===== config.mk =====
export PLATFORM = sky130hd
export DESIGN_NAME = seg7_scan_capture
export DESIGN_NICKNAME = d
export VERILOG_FILES = /design/src/rtl/seg7_pkg.sv /design/src/rtl/seg7_pattern_decode.sv /design/src/rtl/seg7_scan_capture.sv
export SDC_FILE = /design/constraint.sdc
export NUM_CORES = 1
export LEC_CHECK = 0
export CAP_MARGIN = 15
export CORE_ASPECT_RATIO = 0.9
export CORE_UTILIZATION = 32
export DETAILED_ROUTE_END_ITERATION = 16
export GPL_TIMING_DRIVEN = 0
export SYNTH_ARGS = -nofsm -noshare
export SYNTH_HDL_FRONTEND = slang
export SYNTH_SLANG_ARGS = --single-unit

===== constraint.sdc =====
create_clock -name clk -period 4.4 [get_ports clk]
set_clock_uncertainty 0.1 [all_clocks]
set_input_delay 0.88 -clock clk [delete_from_list [all_inputs] [get_ports clk]]
set_output_delay 0.88 -clock clk [all_outputs]
set_load 0.01 [all_outputs]

===== src/rtl/seg7_pkg.sv =====
// seg7_pkg: segment indices, lit patterns for hex digits and decode status shared by 7-seg logic
//   Patterns are lit-high (1 = segment on), bit order {g,f,e,d,c,b,a}.
package seg7_pkg;
    localparam int SEG_A = 0;
    localparam int SEG_B = 1;
    localparam int SEG_C = 2;
    localparam int SEG_D = 3;
    localparam int SEG_E = 4;
    localparam int SEG_F = 5;
    localparam int SEG_G = 6;
    localparam logic [6:0] SEG_PAT_0 = 7'h3F;
    localparam logic [6:0] SEG_PAT_1 = 7'h06;
    localparam logic [6:0] SEG_PAT_2 = 7'h5B;
    localparam logic [6:0] SEG_PAT_3 = 7'h4F;
    localparam logic [6:0] SEG_PAT_4 = 7'h66;
    localparam logic [6:0] SEG_PAT_5 = 7'h6D;
    localparam logic [6:0] SEG_PAT_6 = 7'h7D;
    localparam logic [6:0] SEG_PAT_7 = 7'h07;
    localparam logic [6:0] SEG_PAT_8 = 7'h7F;
    localparam logic [6:0] SEG_PAT_9 = 7'h67;
    localparam logic [6:0] SEG_PAT_A = 7'h77;
    localparam logic [6:0] SEG_PAT_B = 7'h7F;
    localparam logic [6:0] SEG_PAT_C = 7'h39;
    localparam logic [6:0] SEG_PAT_D = 7'h3F;
    localparam logic [6:0] SEG_PAT_E = 7'h79;
    localparam logic [6:0] SEG_PAT_F = 7'h71;
    typedef struct packed {
        logic valid;
        logic blank;
        logic ambig;
        logic illegal;
    } seg_status_t;
endpackage


===== src/rtl/seg7_pattern_decode.sv =====
// seg7_pattern_decode: combinational lit pattern -> hex nibble and decode status
//   lit     in  7  lit segments {g,f,e,d,c,b,a}, 1 = on
//   nibble  out 4  decoded value (0 when blank or illegal)
//   status  out    {valid, blank, ambig, illegal}
module seg7_pattern_decode
    import seg7_pkg::*;
(
    input  logic [6:0]  lit,
    output logic [3:0]  nibble,
    output seg_status_t status
);
    // B shares the 8 pattern and D shares the 0 pattern, so those two decode as 8/0 flagged ambiguous
    always_comb begin
        nibble         = 4'h0;
        status.blank   = 1'b0;
        status.ambig   = 1'b0;
        status.illegal = 1'b0;
        case (lit)
            SEG_PAT_0: begin nibble = 4'h0; status.ambig = 1'b1; end
            SEG_PAT_1: nibble = 4'h1;
            SEG_PAT_2: nibble = 4'h2;
            SEG_PAT_3: nibble = 4'h3;
            SEG_PAT_4: nibble = 4'h4;
            SEG_PAT_5: nibble = 4'h5;
            SEG_PAT_6: nibble = 4'h6;
            SEG_PAT_7: nibble = 4'h7;
            SEG_PAT_8: begin nibble = 4'h8; status.ambig = 1'b1; end
            SEG_PAT_9: nibble = 4'h9;
            SEG_PAT_A: nibble = 4'hA;
            SEG_PAT_C: nibble = 4'hC;
            SEG_PAT_E: nibble = 4'hE;
            SEG_PAT_F: nibble = 4'hF;
            7'h00:     status.blank = 1'b1;
            default:   status.illegal = 1'b1;
        endcase
        status.valid = !(status.blank || status.illegal);
    end
endmodule


===== src/rtl/seg7_scan_capture.sv =====
// seg7_scan_capture: monitors a multiplexed active-low 4-digit 7-seg bus and recovers each digit
//   clk, rst_n      clock, async active-low reset
//   seg_n[6:0]      segment pins {g..a}, 0 = lit
//   an_n[3:0]       anode pins, 0 = selected
//   digits[15:0]    last nibble captured per digit {d3,d2,d1,d0}
//   digit_valid, blank, ambig, illegal [3:0]  per-digit status of the last capture
//   frame_stb       pulse when all four digits captured since the previous pulse
//   multi_an_err    pulse when a settled input has more than one anode low
//   stale           set after TIMEOUT_CYCLES without a capture
module seg7_scan_capture
    import seg7_pkg::*;
#(
    parameter int SETTLE_CYCLES  = 4,
    parameter int TIMEOUT_CYCLES = 1024
) (
    input  logic        clk,
    input  logic        rst_n,
    input  logic [6:0]  seg_n,
    input  logic [3:0]  an_n,
    output logic [15:0] digits,
    output logic [3:0]  digit_valid,
    output logic [3:0]  blank,
    output logic [3:0]  ambig,
    output logic [3:0]  illegal,
    output logic        frame_stb,
    output logic        multi_an_err,
    output logic        stale
);
    localparam int SW = $clog2(SETTLE_CYCLES + 1);
    localparam int TW = $clog2(TIMEOUT_CYCLES + 1);
    logic [6:0]    seg_m, seg_s, seg_p;
    logic [3:0]    an_m, an_s, an_p;
    logic [SW-1:0] stable_cnt;
    logic [TW-1:0] idle_cnt;
    logic [3:0]    seen, seen_nx, sel;
    logic          same, settle, one_hot, cap, time_out;
    logic [3:0]    nibble;
    seg_status_t   status;
    assign sel      = ~an_s;
    assign same     = {an_s, seg_s} == {an_p, seg_p};
    // settle is true only on the single cycle the counter steps onto SETTLE_CYCLES
    assign settle   = same && stable_cnt == SW'(SETTLE_CYCLES - 1);
    assign one_hot  = sel != 4'h0 && (sel & (sel - 4'd1)) == 4'h0;
    assign cap      = settle && one_hot;
    assign time_out = !cap && idle_cnt == TW'(TIMEOUT_CYCLES - 1);
    assign seen_nx  = seen | (cap ? sel : 4'h0);
    seg7_pattern_decode u_dec (
        .lit    (~seg_s),
        .nibble (nibble),
        .status (status)
    );
    always_ff @(posedge clk or negedge rst_n) begin
        if (!rst_n) begin
            seg_m        <= '0;
            seg_s        <= '0;
            seg_p        <= '0;
            an_m         <= '0;
            an_s         <= '0;
            an_p         <= '0;
            stable_cnt   <= '0;
            idle_cnt     <= '0;
            seen         <= '0;
            digits       <= '0;
            digit_valid  <= '0;
            blank        <= '0;
            ambig        <= '0;
            illegal      <= '0;
            frame_stb    <= 1'b0;
            multi_an_err <= 1'b0;
            stale        <= 1'b0;
        end else begin
            seg_m        <= seg_n;
            seg_s        <= seg_m;
            seg_p        <= seg_s;
            an_m         <= an_n;
            an_s         <= an_m;
            an_p         <= an_s;
            stable_cnt   <= !same ? '0 : stable_cnt == SW'(SETTLE_CYCLES) ? stable_cnt : stable_cnt + 1'b1;
            idle_cnt     <= cap ? '0 : idle_cnt == TW'(TIMEOUT_CYCLES) ? idle_cnt : idle_cnt + 1'b1;
            multi_an_err <= settle && sel != 4'h0 && !one_hot;
            frame_stb    <= seen_nx == 4'hF;
            seen         <= (time_out || seen_nx == 4'hF) ? 4'h0 : seen_nx;
            stale        <= cap ? 1'b0 : time_out ? 1'b1 : stale;
            for (int i = 0; i < 4; i++) begin
                if (cap && sel[i]) begin
                    digits[4*i +: 4] <= nibble;
                    digit_valid[i]   <= status.valid;
                    blank[i]         <= status.blank;
                    ambig[i]         <= status.ambig;
                    illegal[i]       <= status.illegal;
                end else if (time_out) begin
                    digit_valid[i]   <= 1'b0;
                end
            end
        end
    end
endmodule


======== Word-level counts from Yosys, hierarchy flattened ========
Index checks and enable logic that the tools add are counted.
word-level totals
  flip-flop bits (word level) ............. 86
  output and inout bits ................... 35
  input port bits ......................... 13
  word-level logic and storage cells ...... 103
cells by class
  bitwise logic cells ..................... 4
  reduce and logical (&&, ||, !) cells .... 25
  equality and inequality tests ........... 22
  mux-type cells .......................... 17
  add/sub/neg operators ................... 3
operator list
  operator               count
  $eq 7x7->1 const B     10
  $pmux 4 s13            1
  $mux 11                2
  $reduce_or 15->1       1
  $eq 7x3->1 const B     2
  $eq 7x6->1 const B     2
  $add 11x1->11 const B  1
  $eq 11x10->1 const B   1
  $eq 11x11->1           1
  $eq 11x11->1 const B   1
  $logic_and 1x1->1      10
  $mux 1                 10
  $reduce_bool 2->1      5
  $mux 4                 2
  $logic_not 7->1        1
  $not 7->7              1
  $mux 3                 2
  $and 4x4->4            1
  $eq 4x4->1 const B     1
  $logic_not 4->1        1
  $ne 2x2->1 const B     2
  $not 4->4              1
  $or 4x4->4             1
  $reduce_bool 4->1      1
  other kinds (7)        10

======== Depth between registers and ports, before layout ========
  depth after elaboration ................. 11
  gate-level depth with buffers ........... 8
  depth with buffers taken out ............ 7

======== Cells and area by module ========
From an unflattened synthesis, not the netlist that was laid out.
second synthesis, totals
  cell total of the unflattened synthesis .. 296
  area total of the unflattened synthesis .. 3764.9 µm²
by module, submodules not included
  module               cells an instance  sequential area each (µm²)  area an instance (µm²)  instances
  seg7_scan_capture    236                2152.1                      3343.2                  1
  seg7_pattern_decode  60                 0.0                         421.7                   1

======== Worst setup path before layout ========
OpenSTA, ideal clock, no wires.
  path kind ............................... flip-flop to flip-flop
  from .................................... register seg_s[5]
  to ...................................... register digits[4]
  data required time ...................... 4.175 ns
  setup slack ............................. 2.130 ns
  path buffers ............................ 2
  stages on the path, launching flop included .. 8
  clock period less this slack ............ 2.270 ns
  data arrival time ....................... 2.045 ns
  library setup time ...................... 0.125 ns
  path through ............................ dfrtp_1 -> buf_6 -> xor2_1 -> nor4_4 -> nand4_4 -> or3_4 -> buf_6 -> mux2_4
between the ends
  cells in the longest elaborated chain, start to end .. 4
  elaborated cells on any way between the ends .. 19
  classes of those cells .................. 14 x eq/ne; 1 x mux; 1 x bitwise; 3 x reduce/logical
RTL lines
  what                                                                 line                     source
  start: declaration                                                   seg7_scan_capture.sv:31  logic [6:0] seg_m, seg_s, seg_p;
  start signal: assignment                                             seg7_scan_capture.sv:73  seg_s <= seg_m;
  parallel branches: the longest is 4 deep, another holds $pmux 4 s13  --
  end signal: indexed assignment                                       seg7_scan_capture.sv:86  digits[4*i +: 4] <= nibble;
  end: declaration                                                     seg7_scan_capture.sv:20  output logic [15:0] digits,
Several ways; the timed one is not identified.
A chain may end at the register's enable or synchronous reset.

======== Worst setup path in the final report ========
  from .................................... register seg_s[1]
  to ...................................... register illegal[0]
between the ends
  cells in the longest elaborated chain, start to end .. 4
  elaborated cells on any way between the ends .. 22
  classes of those cells .................. 15 x eq/ne; 1 x mux; 1 x bitwise; 5 x reduce/logical
RTL lines
  what                                                                           line                                                source
  $not 7->7 / $eq 11x11->1 (equally long branches)                               seg7_scan_capture.sv:48, seg7_scan_capture.sv:40
  $eq 7x3->1 (tied with other cells)                                             seg7_pattern_decode.sv:18                           case (lit)
  $reduce_or 15->1 (no source line) / $logic_and 1x1->1 (equally long branches)  --
  $mux 1 / $logic_and 1x1->1 (equally long branches)                             seg7_pattern_decode.sv:18, seg7_scan_capture.sv:85
  end signal: indexed assignment                                                 seg7_scan_capture.sv:90                             illegal[i] <= status.illegal;
  end: declaration                                                               seg7_scan_capture.sv:24                             output logic [3:0] illegal,
Parallel ways exist; a longest one is shown, timed or not.

==> flow_summary_export.csv <==
group,metric,value,unit
synth,ys_ff_latch,86,
sta,grt_setup_unrepaired,"no",
floorplanning,io_pins,48,
grt,grt_start_max_net_pins,59,
floorplanning,die_area,0.0120,mm2
power_and_ir_drop,pwr-share-seq,49.0,%
run,cap_violations,0,
synth,synthArstFlopShare,100,%
synth,ys_warn_count,0,
sta,fin_crit,2.53,ns
critical_path,worst-path-max-fanout,10,
cells_and_area,fill_cells,1028,
placement,io_buffers,47,
synth,synth_edf_count,0,
synth,syn_nets,331,
cells_and_area,finalNetCount,390,
grt,antenna_found_initial,0,
sta,post-route-period-util,57.4,%
synth,ys.flop_type,"dfrtp_1",
grt,grt_pass1_vias,2481,
cts,clockRootBuffer,"clkbuf_16",
route,wl_per_cell,13.1,um
min_path,hp-class,"reg -> reg",
sta,finalMaxSlewViolations,0,
critical_path,crit_type,"reg -> reg",
grt,grt_usage,12.9,%
power_and_ir_drop,p_int,1300,uW
power_and_ir_drop,ir_drop,0.000180,V
placement,gp_congestion,0.847,
route,dr.first_iter.drc_count,126,
cts,cts-htree-levels,3,
route,viasPerCell,4.72,
synth,ys_types,49,
sta,setup_viol,0,
power_and_ir_drop,p_clk_share,46.3,%
synth,syn_inst,313,
route,antenna_left,0,
route,drc,0,
route,vias,2495,
sta,worst_pin_slew,1.06,ns
synth,seq_area_frac_synth,58.3,%
cts,cts_made_buffers,9,
cts,cts_setup_buffers,0,
cts,hold_buffers,0,
placement,dpl.hpwl,4880,um
cells_and_area,areaGrowthSynthToFinish,27.0,%
power_and_ir_drop,netSwitchingPower,364,uW
cts,clkTransAtPathRegs,0.06,ns
cts,clk_latency,0.33,ns
sta,holdWs,0.248,ns
cts,cts-resized-gates,0,
sta,hold_viol,0,
cts,clock_sinks,86,
floorplanning,chipWidth,115,um
sta,finalSetupTns,0,ns
critical_path,cp.required,4.57,ns
critical_path,startpoint_type,"flop",
power_and_ir_drop,p_per_area,354,mW/mm2
grt,grt-ovfl-total,0,
cts,cts_tree,"done",
floorplanning,rows,36,
outcome,status,"completed",
critical_path,cp-end-kind,"flop",
floorplanning,start_util,33.5,%
sta,slew_headroom,28.5,%
cts,cts_buffer_depth,2,
route,postRouteWirelength,6940,um
floorplanning,core_area,0.0110,mm2
power_and_ir_drop,p_comb_share,4.7,%
critical_path,critPathArrivalTime,2.70,ns
synth,avgSynthCellArea,11.8,um2
synth,synth_area,0.00369,mm2
power_and_ir_drop,netSwitchingFraction,21.9,%
cells_and_area,drive_gt1_share,15.1,%
power_and_ir_drop,p_leak,0.00203,uW
sta,fmax,396,MHz
grt,grt_pass1_wl,12000,um
route,dr.pass1.iters,4,
floorplanning,die_h,104,um
cells_and_area,num_antenna_cells,0,
==> routing by layer <==
metal | vias to the layer above | wire length, um | track usage (%)
met4 | 0 | 111 | 5.84
met2 | 68 | 3220 | 19.9
met5 | - | 0 | 0
met3 | 11 | 370 | 3.79
li1 | 1209 | - | -
met1 | 1207 | 3240 | 16.5
==> sequential cells by signal, summed over array words and instances (netlist names), 7 cells and up <==
signal    count
digits       16
seg_m         7
idle_cnt     11
seg_s         7
seg_p         7
==> cells by family (layout without fill, tap and decap cells) <==
kind of cell,Yosys count,in the layout,share of synthesized area [%]
AO/OA/AOI/OAI,42,42,7.56
XOR/XNOR,22,22,5.22
adder cells (fa/ha/maj),5,5,1.69
buffers and inverters,23,87,2.95
flip-flops,86,86,58.3
multiplexers,25,25,8.13
AND/OR/NAND/NOR,110,110,16.2
==> stage by stage <==
| step | total power (uW) | area [um2] | utilization (%) | setup slack (ns) | instances |
|---|---|---|---|---|---|
| floorplan | 868 | 3690 | - | 2.13 | 313 |
| global placement | 904 | 4350 | 39.4 | -0.761 | 512 |
| finish | 1660 | 4690 | 42.5 | 1.87 | 529 |
| detailed placement | 909 | 4380 | 39.7 | 1.84 | 513 |
| global route | 1730 | 4690 | 42.5 | 1.62 | 529 |
| CTS | 1690 | 4690 | 42.5 | 1.81 | 529 |
==> area by class of cell <==
cell class              count  area (um2)  share of cell area, %
plain buffers              15        78.8                   1.68
repair buffers             48         495                   10.6
multi-input cells         204        1430                   30.5
clock inverters             5        67.6                   1.44
flip-flops and latches     86        2150                   45.9
inverters                   8        30.0                  0.641
well taps                 152         190                   4.06
clock buffers              11         243                   5.18
==> cell usage in the layout, fill, tap and decap left out, types with 3 or more instances in the layout <==
cell type and instances:
dfrtp_1 86, clkdlybuf4s50_1 46, nand2_1 33, nor2_1 27, xor2_1 16, mux2_2 14
a21oi_1 12, o21ai_0 11, nand3_1 10, clkbuf_16 9, inv_1 8, clkbuf_1 8
nor3_1 7, buf_2 6, xnor2_1 6, mux2_1 6, mux2_4 5, o31ai_1 5
ha_1 5, or2_2 3, nand4b_1 3, nand4_1 3, clkinv_4 3
==> power by group through the flow <==
stage | sequential, uW | combinational [uW] | clock (uW)
final | 814 | 77.4 | 770
after global routing | 816 | 87.3 | 823
after CTS | 814 | 79.6 | 800
after detailed placement | 829 | 79.3 | 0
after global placement | 829 | 75.1 | 0
after floorplan | 827 | 41.0 | 0
==> critical path, stage by stage, from the launching register on <==
cell and delay, ns:
dfrtp_1 0.34, buf_2 0.22, nand2b_1 0.21, nor2_1 0.09
a41oi_1 0.22, nand3_1 0.11, nor3_1 0.87, mux2_2 0.30
==> synthesized netlist by cell type, drive strengths merged (5+ instances only) <==
| cell type | number | share of area [%] |
|---|---|---|
| a21oi | 12 | 1.6 |
| buf | 8 | 1.4 |
| clkbuf | 7 | 0.71 |
| dfrtp | 86 | 58 |
| ha | 5 | 1.7 |
| inv | 8 | 0.81 |
| mux2 | 25 | 8.1 |
| nand2 | 33 | 3.4 |
| nand3 | 11 | 1.6 |
| nand4 | 6 | 1.8 |
| nor2 | 27 | 2.7 |
| nor3 | 9 | 1.5 |
| o21ai | 13 | 1.8 |
| o31ai | 5 | 1.0 |
| xnor2 | 6 | 1.4 |
| xor2 | 16 | 3.8 |
==> path summary, 6_finish.rpt <==
check / startpoint / endpoint / slack (ns) / depth (start not counted)
hold / removal: seg_m[2] / seg_s[2] / 0.25 / 0
setup / recovery: seg_s[1] / illegal[0] / 1.87 / 7
min in group asynchronous: rst_n / illegal[3] / 0.37 / 1
max in group asynchronous: rst_n / seg_s[5] / 3.22 / 2
setup reg to reg: seg_s[1] / illegal[0] / 1.87 / 7
hold reg to reg: seg_m[2] / seg_s[2] / 0.25 / 0
(Power assumes the default switching activity.)
